### config.mk
export PLATFORM = sky130hd
export DESIGN_NAME = interrupt_ack_sequencer_flat
export DESIGN_NICKNAME = d
export VERILOG_FILES = /design/src/rtl/interrupt_ack_sequencer_pkg.sv /design/src/rtl/interrupt_ack_sequencer_if.sv /design/src/rtl/interrupt_ack_sequencer_isr_highest_find.sv /design/src/rtl/interrupt_ack_sequencer.sv /design/src/flat_wrapper.sv
export SDC_FILE = /design/constraint.sdc
export NUM_CORES = 1
export LEC_CHECK = 0
export CAP_MARGIN = 20
export CORE_ASPECT_RATIO = 2
export CORE_UTILIZATION = 47
export DETAILED_ROUTE_END_ITERATION = 7
export HOLD_SLACK_MARGIN = 0.1
export PLACE_DENSITY = 0.9
export RECOVER_POWER = 100
export SLEW_MARGIN = 0
export SYNTH_ARGS = -nofsm -noshare
export SYNTH_HDL_FRONTEND = slang
export SYNTH_HIERARCHICAL = 1
export SYNTH_SLANG_ARGS = --single-unit
### constraint.sdc
create_clock -name clk -period 3.2 [get_ports clk]
set_input_delay 0.64 -clock clk [delete_from_list [all_inputs] [get_ports clk]]
set_output_delay 0.64 -clock clk [all_outputs]
set_load 0.05 [all_outputs]
### src/rtl/interrupt_ack_sequencer_pkg.sv
// Shared types and constants for the 8259A-style interrupt acknowledge sequencer.
// Levels are physical IR indices; index 0 is the highest priority.
package interrupt_ack_sequencer_pkg;

    localparam int NUM_IRQ = 8;
    localparam int LVL_W   = 3;
    localparam int BASE_W  = 5;

    localparam logic [LVL_W-1:0] SPURIOUS_LVL = 3'd7;

    typedef enum logic [1:0] {
        IDLE     = 2'd0,
        INT_PEND = 2'd1,
        WAIT2    = 2'd2,
        VEC      = 2'd3
    } state_e;

    function automatic logic [NUM_IRQ-1:0] lvl_mask(input logic [LVL_W-1:0] lvl);
        return NUM_IRQ'(1) << lvl;
    endfunction

endpackage

### src/rtl/interrupt_ack_sequencer_if.sv
// Resolver/CPU-facing signal bundle of the acknowledge sequencer.
// master = resolver, register file and CPU side; slave = the sequencer.
interface interrupt_ack_sequencer_if;
    import interrupt_ack_sequencer_pkg::*;

    // req_valid is a level held while the resolver has a winner; eoi_valid,
    // irr_clear, rotate_valid and spurious are single-cycle strobes with no back-pressure.
    logic               req_valid;
    logic [LVL_W-1:0]   req_level;
    logic [BASE_W-1:0]  icw2_base;
    logic               aeoi;
    logic               inta_n;
    logic               eoi_valid;
    logic               eoi_specific;
    logic [LVL_W-1:0]   eoi_level;
    logic               eoi_rotate;
    logic               int_out;
    logic [7:0]         data_out;
    logic               data_oe;
    logic [NUM_IRQ-1:0] isr;
    logic [NUM_IRQ-1:0] irr_clear;
    logic               rotate_valid;
    logic [LVL_W-1:0]   rotate_level;
    logic               spurious;
    state_e             dbg_state;

    modport master (
        output req_valid, req_level, icw2_base, aeoi, inta_n,
               eoi_valid, eoi_specific, eoi_level, eoi_rotate,
        input  int_out, data_out, data_oe, isr, irr_clear,
               rotate_valid, rotate_level, spurious, dbg_state
    );

    modport slave (
        input  req_valid, req_level, icw2_base, aeoi, inta_n,
               eoi_valid, eoi_specific, eoi_level, eoi_rotate,
        output int_out, data_out, data_oe, isr, irr_clear,
               rotate_valid, rotate_level, spurious, dbg_state
    );

endinterface

### src/rtl/interrupt_ack_sequencer_isr_highest_find.sv
// Lowest-set-bit finder over the ISR: the lowest index is the highest
// priority level currently in service.
module isr_highest_find
    import interrupt_ack_sequencer_pkg::*;
(
    input  logic [NUM_IRQ-1:0] vec_i,
    output logic               found_o,
    output logic [LVL_W-1:0]   idx_o
);

    always_comb begin
        found_o = 1'b0;
        idx_o   = '0;
        // Descending scan so the lowest set index is the last one written.
        for (int i = NUM_IRQ - 1; i >= 0; i--) begin
            if (vec_i[i]) begin
                found_o = 1'b1;
                idx_o   = LVL_W'(i);
            end
        end
    end

endmodule

### src/rtl/interrupt_ack_sequencer.sv
// Raises INT for a permitted request, runs the two-pulse 8086 INTA handshake,
// maintains the ISR and services EOI/AEOI with optional rotation feedback.
module interrupt_ack_sequencer
    import interrupt_ack_sequencer_pkg::*;
(
    input  logic                            clk,
    input  logic                            reset,
    interrupt_ack_sequencer_if.slave        bus
);

    state_e             state_q, state_d;
    logic               inta_hist_q;
    logic [LVL_W-1:0]   lvl_q, lvl_d;
    logic               spur_q, spur_d;
    logic               int_q, int_d;
    logic [NUM_IRQ-1:0] isr_q, isr_d;
    logic [NUM_IRQ-1:0] irr_clr_q, irr_clr_d;
    logic               rot_v_q, rot_v_d;
    logic [LVL_W-1:0]   rot_l_q, rot_l_d;
    logic               spur_p_q, spur_p_d;

    logic               fall, rise, permitted;
    logic               hi_found;
    logic [LVL_W-1:0]   hi_idx;
    logic               eoi_hit;
    logic [LVL_W-1:0]   eoi_lvl;
    logic [NUM_IRQ-1:0] set_mask, clr_mask;

    // One finder on the pre-update ISR serves both the nesting check and non-specific EOI.
    isr_highest_find u_find (
        .vec_i   (isr_q),
        .found_o (hi_found),
        .idx_o   (hi_idx)
    );

    always_comb begin
        fall      = inta_hist_q & ~bus.inta_n;
        rise      = ~inta_hist_q & bus.inta_n;
        permitted = bus.req_valid && !(hi_found && (hi_idx <= bus.req_level));

        state_d   = state_q;
        lvl_d     = lvl_q;
        spur_d    = spur_q;
        int_d     = int_q;
        set_mask  = '0;
        clr_mask  = '0;
        irr_clr_d = '0;
        spur_p_d  = 1'b0;
        rot_v_d   = 1'b0;
        rot_l_d   = rot_l_q;
        eoi_hit   = 1'b0;
        eoi_lvl   = '0;

        case (state_q)
            IDLE: begin
                if (permitted) begin
                    state_d = INT_PEND;
                    int_d   = 1'b1;
                end
            end
            INT_PEND: begin
                if (fall) begin
                    state_d = WAIT2;
                    int_d   = 1'b0;
                    if (permitted) begin
                        lvl_d     = bus.req_level;
                        spur_d    = 1'b0;
                        set_mask  = lvl_mask(bus.req_level);
                        irr_clr_d = lvl_mask(bus.req_level);
                    end else begin
                        lvl_d    = SPURIOUS_LVL;
                        spur_d   = 1'b1;
                        spur_p_d = 1'b1;
                    end
                end
            end
            WAIT2: begin
                if (fall) state_d = VEC;
            end
            VEC: begin
                if (rise) begin
                    state_d = IDLE;
                    if (bus.aeoi && !spur_q) clr_mask = lvl_mask(lvl_q);
                end
            end
            default: state_d = IDLE;
        endcase

        if (bus.eoi_valid) begin
            if (bus.eoi_specific) begin
                eoi_hit = isr_q[bus.eoi_level];
                eoi_lvl = bus.eoi_level;
            end else begin
                eoi_hit = hi_found;
                eoi_lvl = hi_idx;
            end
        end
        if (eoi_hit) begin
            clr_mask = clr_mask | lvl_mask(eoi_lvl);
            if (bus.eoi_rotate) begin
                rot_v_d = 1'b1;
                rot_l_d = eoi_lvl;
            end
        end

        // A set and a clear of the same bit in one cycle resolves to set.
        isr_d = (isr_q & ~clr_mask) | set_mask;
    end

    always_ff @(posedge clk) begin
        if (reset) begin
            state_q     <= IDLE;
            inta_hist_q <= 1'b1;
            lvl_q       <= '0;
            spur_q      <= 1'b0;
            int_q       <= 1'b0;
            isr_q       <= '0;
            irr_clr_q   <= '0;
            rot_v_q     <= 1'b0;
            rot_l_q     <= '0;
            spur_p_q    <= 1'b0;
        end else begin
            state_q     <= state_d;
            inta_hist_q <= bus.inta_n;
            lvl_q       <= lvl_d;
            spur_q      <= spur_d;
            int_q       <= int_d;
            isr_q       <= isr_d;
            irr_clr_q   <= irr_clr_d;
            rot_v_q     <= rot_v_d;
            rot_l_q     <= rot_l_d;
            spur_p_q    <= spur_p_d;
        end
    end

    // The vector drives the bus from the cycle the second fall is seen until INTA rises.
    always_comb begin
        bus.data_oe  = !reset && (((state_q == WAIT2) && fall) ||
                                  ((state_q == VEC) && !bus.inta_n));
        bus.data_out = bus.data_oe ? {bus.icw2_base, lvl_q} : 8'h00;
    end

    assign bus.int_out      = int_q;
    assign bus.isr          = isr_q;
    assign bus.irr_clear    = irr_clr_q;
    assign bus.rotate_valid = rot_v_q;
    assign bus.rotate_level = rot_l_q;
    assign bus.spurious     = spur_p_q;
    assign bus.dbg_state    = state_q;

endmodule
### src/flat_wrapper.sv
// flat-port wrapper written by rule: the top's interface ports become plain ports
module interrupt_ack_sequencer_flat import interrupt_ack_sequencer_pkg::*;
  (clk, reset, bus_req_valid, bus_req_level, bus_icw2_base, bus_aeoi, bus_inta_n, bus_eoi_valid, bus_eoi_specific, bus_eoi_level, bus_eoi_rotate, bus_int_out, bus_data_out, bus_data_oe, bus_isr, bus_irr_clear, bus_rotate_valid, bus_rotate_level, bus_spurious, bus_dbg_state);
  interrupt_ack_sequencer_if bus_i ();
  input  logic clk;
  input  logic reset;
  input wire logic [$bits(bus_i.req_valid)-1:0] bus_req_valid;
  input wire logic [$bits(bus_i.req_level)-1:0] bus_req_level;
  input wire logic [$bits(bus_i.icw2_base)-1:0] bus_icw2_base;
  input wire logic [$bits(bus_i.aeoi)-1:0] bus_aeoi;
  input wire logic [$bits(bus_i.inta_n)-1:0] bus_inta_n;
  input wire logic [$bits(bus_i.eoi_valid)-1:0] bus_eoi_valid;
  input wire logic [$bits(bus_i.eoi_specific)-1:0] bus_eoi_specific;
  input wire logic [$bits(bus_i.eoi_level)-1:0] bus_eoi_level;
  input wire logic [$bits(bus_i.eoi_rotate)-1:0] bus_eoi_rotate;
  output wire logic [$bits(bus_i.int_out)-1:0] bus_int_out;
  output wire logic [$bits(bus_i.data_out)-1:0] bus_data_out;
  output wire logic [$bits(bus_i.data_oe)-1:0] bus_data_oe;
  output wire logic [$bits(bus_i.isr)-1:0] bus_isr;
  output wire logic [$bits(bus_i.irr_clear)-1:0] bus_irr_clear;
  output wire logic [$bits(bus_i.rotate_valid)-1:0] bus_rotate_valid;
  output wire logic [$bits(bus_i.rotate_level)-1:0] bus_rotate_level;
  output wire logic [$bits(bus_i.spurious)-1:0] bus_spurious;
  output wire logic [$bits(bus_i.dbg_state)-1:0] bus_dbg_state;
  assign bus_i.req_valid = bus_req_valid;
  assign bus_i.req_level = bus_req_level;
  assign bus_i.icw2_base = bus_icw2_base;
  assign bus_i.aeoi = bus_aeoi;
  assign bus_i.inta_n = bus_inta_n;
  assign bus_i.eoi_valid = bus_eoi_valid;
  assign bus_i.eoi_specific = bus_eoi_specific;
  assign bus_i.eoi_level = bus_eoi_level;
  assign bus_i.eoi_rotate = bus_eoi_rotate;
  assign bus_int_out = bus_i.int_out;
  assign bus_data_out = bus_i.data_out;
  assign bus_data_oe = bus_i.data_oe;
  assign bus_isr = bus_i.isr;
  assign bus_irr_clear = bus_i.irr_clear;
  assign bus_rotate_valid = bus_i.rotate_valid;
  assign bus_rotate_level = bus_i.rotate_level;
  assign bus_spurious = bus_i.spurious;
  assign bus_dbg_state = bus_i.dbg_state;
  interrupt_ack_sequencer u_core (.clk(clk), .reset(reset), .bus(bus_i));
endmodule
* Yosys cells after proc, flatten, opt, wreduce, memory -nomap -nowiden
Cells that the tools add are included.
** Operators by class
- Reductions and logical operators :: 19
- $mul :: 0
- Order comparisons :: 2
- $add $sub $neg :: 0
- Shift-type cells :: 3
- Bitwise logic cells :: 11
- Eq/ne operators :: 7
- Div/mod/pow operators :: 0
- Muxes and demuxes :: 41
** Operator list (count)
- two-way mux 8 bit :: 8
- two-way mux 3 bit :: 11
- << shifter 1 x 3 -> 8 bit, first input constant :: 3
- bitwise OR 8 bit :: 2
- two-way mux 1 bit :: 15
- bitwise AND 8 bit :: 1
- two-way mux 2 bit :: 4
- inequality test 2 x 1 -> 1 bit, second input constant :: 4
- NOT 8 bit :: 1
- case mux 2 bit (4 select lines) :: 1
- logical AND 1 bit :: 6
- NOT 1 bit :: 5
- equality test 2 bit, second input constant :: 2
- zero test 1 bit :: 4
- less-than comparator 3 x 4 -> 1 bit, second input constant :: 1
- AND reduction 2 bit :: 2
- AND reduction 4 bit :: 1
- binary-select mux 1 bit (select 3 bit) :: 1
- less-or-equal comparator 3 bit :: 1
- AND reduction 3 bit :: 1
- OR reduction 3 bit :: 1
- bitwise AND 1 bit :: 2
- equality test 2 x 1 -> 1 bit, second input constant :: 1
- zero test 2 bit :: 1
- 4 further kinds :: 4
** Storage, ports and cells
- Bits in read-only memories :: 0
- Bits in writable memories :: 0
- Bits in latches :: 0
- Register bits after elaboration :: 29
- Logic and storage cells :: 93
- Output and inout port bits :: 33
- Bits of input ports :: 19
- Memories kept :: 0

* Logic depth before layout (Yosys ltp)
Gate-level depths: netlist of run 1.
- Depth in word-level cells :: 16
- Depth in mapped cells :: 10

* Hierarchy
Netlist of run 1, hierarchy kept.
** By module, submodules not included
- interrupt_ack_sequencer :: cells each 186, instances 1, area each 1655.3 µm²
- isr_highest_find :: cells each 13, instances 1, area each 80.1 µm²

* Least setup slack after synthesis of run 1
Ideal clock, no wire load.
- Kind :: register -> output
- Start :: register u_core.state_q[1], in the netlist u_core/bus.dbg_state[1]
- End :: output bus_data_out[0]
- Cell stages (with the launch flop) :: 5
- Required time :: 2560 ps
- Setup slack :: 192 ps
- Data arrival time :: 2368 ps
- Path buffers :: 0
- Path through :: dfxtp_1 > ha_1 > a21oi_1 > nor2_1 > and2_1
** Between the ends
- Longest elaborated chain between the ends :: 5
** Ends and longest elaborated chain
- from (decl) :: RTL line interrupt_ack_sequencer.sv:11 : state_e state_q, state_d;
- from (signal assigned) :: RTL line interrupt_ack_sequencer.sv:123 : state_q <= state_d;
- equality test 2 bit (on tied branches) :: RTL line interrupt_ack_sequencer.sv:138, interrupt_ack_sequencer.sv:139
- logical AND 1 bit (on tied branches) :: RTL line interrupt_ack_sequencer.sv:138, interrupt_ack_sequencer.sv:139
- logical OR 1 bit * :: RTL line interrupt_ack_sequencer.sv:138 : bus.data_oe = !reset && (((state_q == WAIT2) && fall) ||
- logical AND 1 bit * :: RTL line interrupt_ack_sequencer.sv:138
- net bus_data_oe :: RTL line flat_wrapper.sv:18 : output wire logic [$bits(bus_i.data_oe)-1:0] bus_data_oe;
- two-way mux 8 bit * :: RTL line interrupt_ack_sequencer.sv:140 : bus.data_out = bus.data_oe ? {bus.icw2_base, lvl_q} : 8'h00;
- to (decl) :: RTL line flat_wrapper.sv:17 : output wire logic [$bits(bus_i.data_out)-1:0] bus_data_out;
Mark *: on every way through the listed nets, which the timed path passes. The rest lies on a longest branch.

* Final worst setup path of run 1
- Start :: input reset
- End :: output bus_data_out[6]
** Between the ends
- Longest elaborated chain between the ends :: 3
** Ends and longest elaborated chain
- from (decl) :: RTL line flat_wrapper.sv:6 : input logic reset;
- zero test 1 bit :: RTL line interrupt_ack_sequencer.sv:138
- logical AND 1 bit :: RTL line interrupt_ack_sequencer.sv:138
- two-way mux 8 bit :: RTL line interrupt_ack_sequencer.sv:140
Every way passes these cells.

==> impl_metrics.toml, run 1 <==
[setup_path]
start_kind = "primary input"
criticalPathCategory = "in -> out"
crit_fanout = 9
required_ns = 2.56
end_kind = "output pin"
cp.arrival_ns = 2.13
rrSetupSlack_ns = 0.62

[outcome]
outcome = "finished clean"

[layout]
layout.cells.most_common = "dfxtp_1"
final_cells = 299
num_antenna_cells = 0
num-fill-cells = 297
finish.instance_area_um2 = 2430
final_nets = 277
drive_above_1_share_pct = 10.4
final_cell_mix = "29 x dfxtp_1, 25 x dlygate4sd3_1, 17 x clkdlybuf4s50_1, 14 x nor2_1, 13 x nand3_1"
syn2layout_area_growth_pct = 39.8

[die]
die_w_um = 45.0
placementRows = 30
core_um2 = 3450
start_util_pct = 50.3
fp.dieArea_um2 = 3950
fp.dieH_um = 87.9
io_pins = 52

[power]
power.density_nw_per_um2 = 469
power_mw = 1.14
p_leak_nw = 0.964
max-vdd-ir-drop_uv = 538

[logic_synthesis]
yosysUniqueCellTypes = 51
synth_edf_count = 0
syn_avg_cell_area_um2 = 8.72
yosys_register_bits = 29
seq_area_frac_synth_pct = 33.5
netlist_area_um2 = 1740
async_flop_share_pct = 0
synth_flop_cell = "dfxtp_1"
syn_nets = 226
yosys_warnings = 6
postSynthCellCount = 199

[placement]
pre_cts_slack_ns = 0.360
io_buffers = 51
dp.final_hpwl_um = 3700
post_dp_cell_area_um2 = 2360
dpl.cell_count = 291
finalWeightedCongestion = 0.926

[clock_network]
post_cts_resized = 0
clkTransAtPathRegs_ns = 0.06
cts_sinks = 29
cts_setup_buffers = 0
cts_hold_buf = 0
htree_levels = 2
clk_path_buf_depth = 2
root_buffer = "clkbuf_8"
cts_tree = "done"
clkLatencyLatePin_ns = 0.29
numCtsBuffers = 5

[timing]
hold_viol_final = 0
fin_ws_ns = 0.432
setup_viol_count_final = 0
grt_setup_unrepaired = "false"
fin_setup_tns_ns = 0
worst_slew_pin_slew_ns = 0.563
slew_headroom_pct = 62.4
min_period_over_period_pct = 86.5
period_needed_ns = 2.77
max_freq_mhz = 361
finalMaxSlewViolations = 0
finalClockSkew_ns = 0.00253

[global_route]
grt_max_degree = 21
grt_overflow = 0
antenna_found_initial = 0
grt_pass1_wl_um = 7580
gr-usage-all-layers_pct = 26.3
grt_pass1_vias = 1748

[routing]
ant_nets = 0
drtPass1Iterations = 4
wire_per_inst_um = 16.2
dr.first_iter.drc_count = 51
vias = 1791
detail_route.drc_violations = 0
vias_per_cell = 5.99
wirelength_um = 4840

[flow_run]
cap_violations = 0

[min_path]
holdCritPathClass = "reg -> reg"
metrics by stage:
stage	hold slack [ns]	utilization, %
floorplan	0.493	-
global placement	0.442	68.4
detailed placement	0.456	68.4
CTS	0.464	70.8
global route	0.481	70.3
finish	0.455	70.3
synth_stat cells, types with 5 or more instances:
cell type,instances,area share (%)
a211oi_1,10,4.3
a21oi_1,5,1.4
and2_1,8,2.9
dfxtp_1,29,33
ha_1,8,5.8
inv_1,12,2.6
mux2i_1,7,4.0
nand2_1,11,2.4
nand2b_1,5,1.8
nand3_1,13,3.7
nor2_1,14,3.0
o21ai_0,6,1.7
o22ai_1,6,2.2
cells by family after synthesis:
group                      Yosys count  share of synthesized area [%]
and+or+nand+nor                     82                           27.8
AOI/OAI and AO/OA                   49                           21.1
DFF                                 29                           33.5
buffers and inverters               22                           5.84
muxes                                9                           5.98
adders and majority gates            8                           5.77
path summary, 6_finish.rpt:
check                                                start                          to  cells past startpoint
worst min register to register  u_core/bus.rotate_level[2]  u_core/bus.rotate_level[2]                      2
worst max-delay path                                 reset             bus_data_out[6]                      7
worst min-delay path            u_core/bus.rotate_level[2]  u_core/bus.rotate_level[2]                      2
worst max register to register           u_core/bus.isr[7]           u_core/bus.isr[0]                      8
registers in the layout, indices dropped and copies added, names as in the netlist:
signal,flops
u_core/bus.dbg_state,2
u_core/lvl_q,3
u_core/bus.isr,8
u_core/inta_hist_q,1
u_core/bus.spurious,1
u_core/bus.irr_clear,8
u_core/bus.rotate_level,3
u_core/bus.int_out,1
u_core/spur_q,1
u_core/bus.rotate_valid,1
routing by layer:
metal	GRT usage, %	up-vias	part of all wire, %
met1	23.9	827	34
li1	-	847	-
met2	46.6	91	55
met4	22.0	0	5.4
met3	5.36	26	5.4
met5	0	-	0
cell type report:
type / instances / area (um2) / share of cell area, %
inverters: 12 / 45.0 / 1.86
clock inverters: 2 / 10.0 / 0.413
well taps: 48 / 60.1 / 2.48
flip-flops and latches: 29 / 581 / 23.9
multi-input cells: 148 / 1030 / 42.7
clock buffers: 6 / 72.6 / 2.99
repair buffers: 54 / 623 / 25.7
critical path: stages:
cell           delay, ns
dlygate4sd3_1       0.64
nor2_1              0.15
inv_1               0.07
nor2_1              0.10
buf_4               0.16
and2_0              0.21
buf_12              0.16
power by group:
group,internal (mW),switching (mW)
registers,0.391,0.0349
clock network,0.150,0.143
logic,0.166,0.253
total,0.707,0.430
(Power assumes the default switching activity.)
==> run 2: changes to the inputs <==
Settings changed: ABC_CLOCK_PERIOD_IN_PS set to 3200.
==> results of run 2 <==
The final DEF is identical to that of run 1; final timing and power are the same.
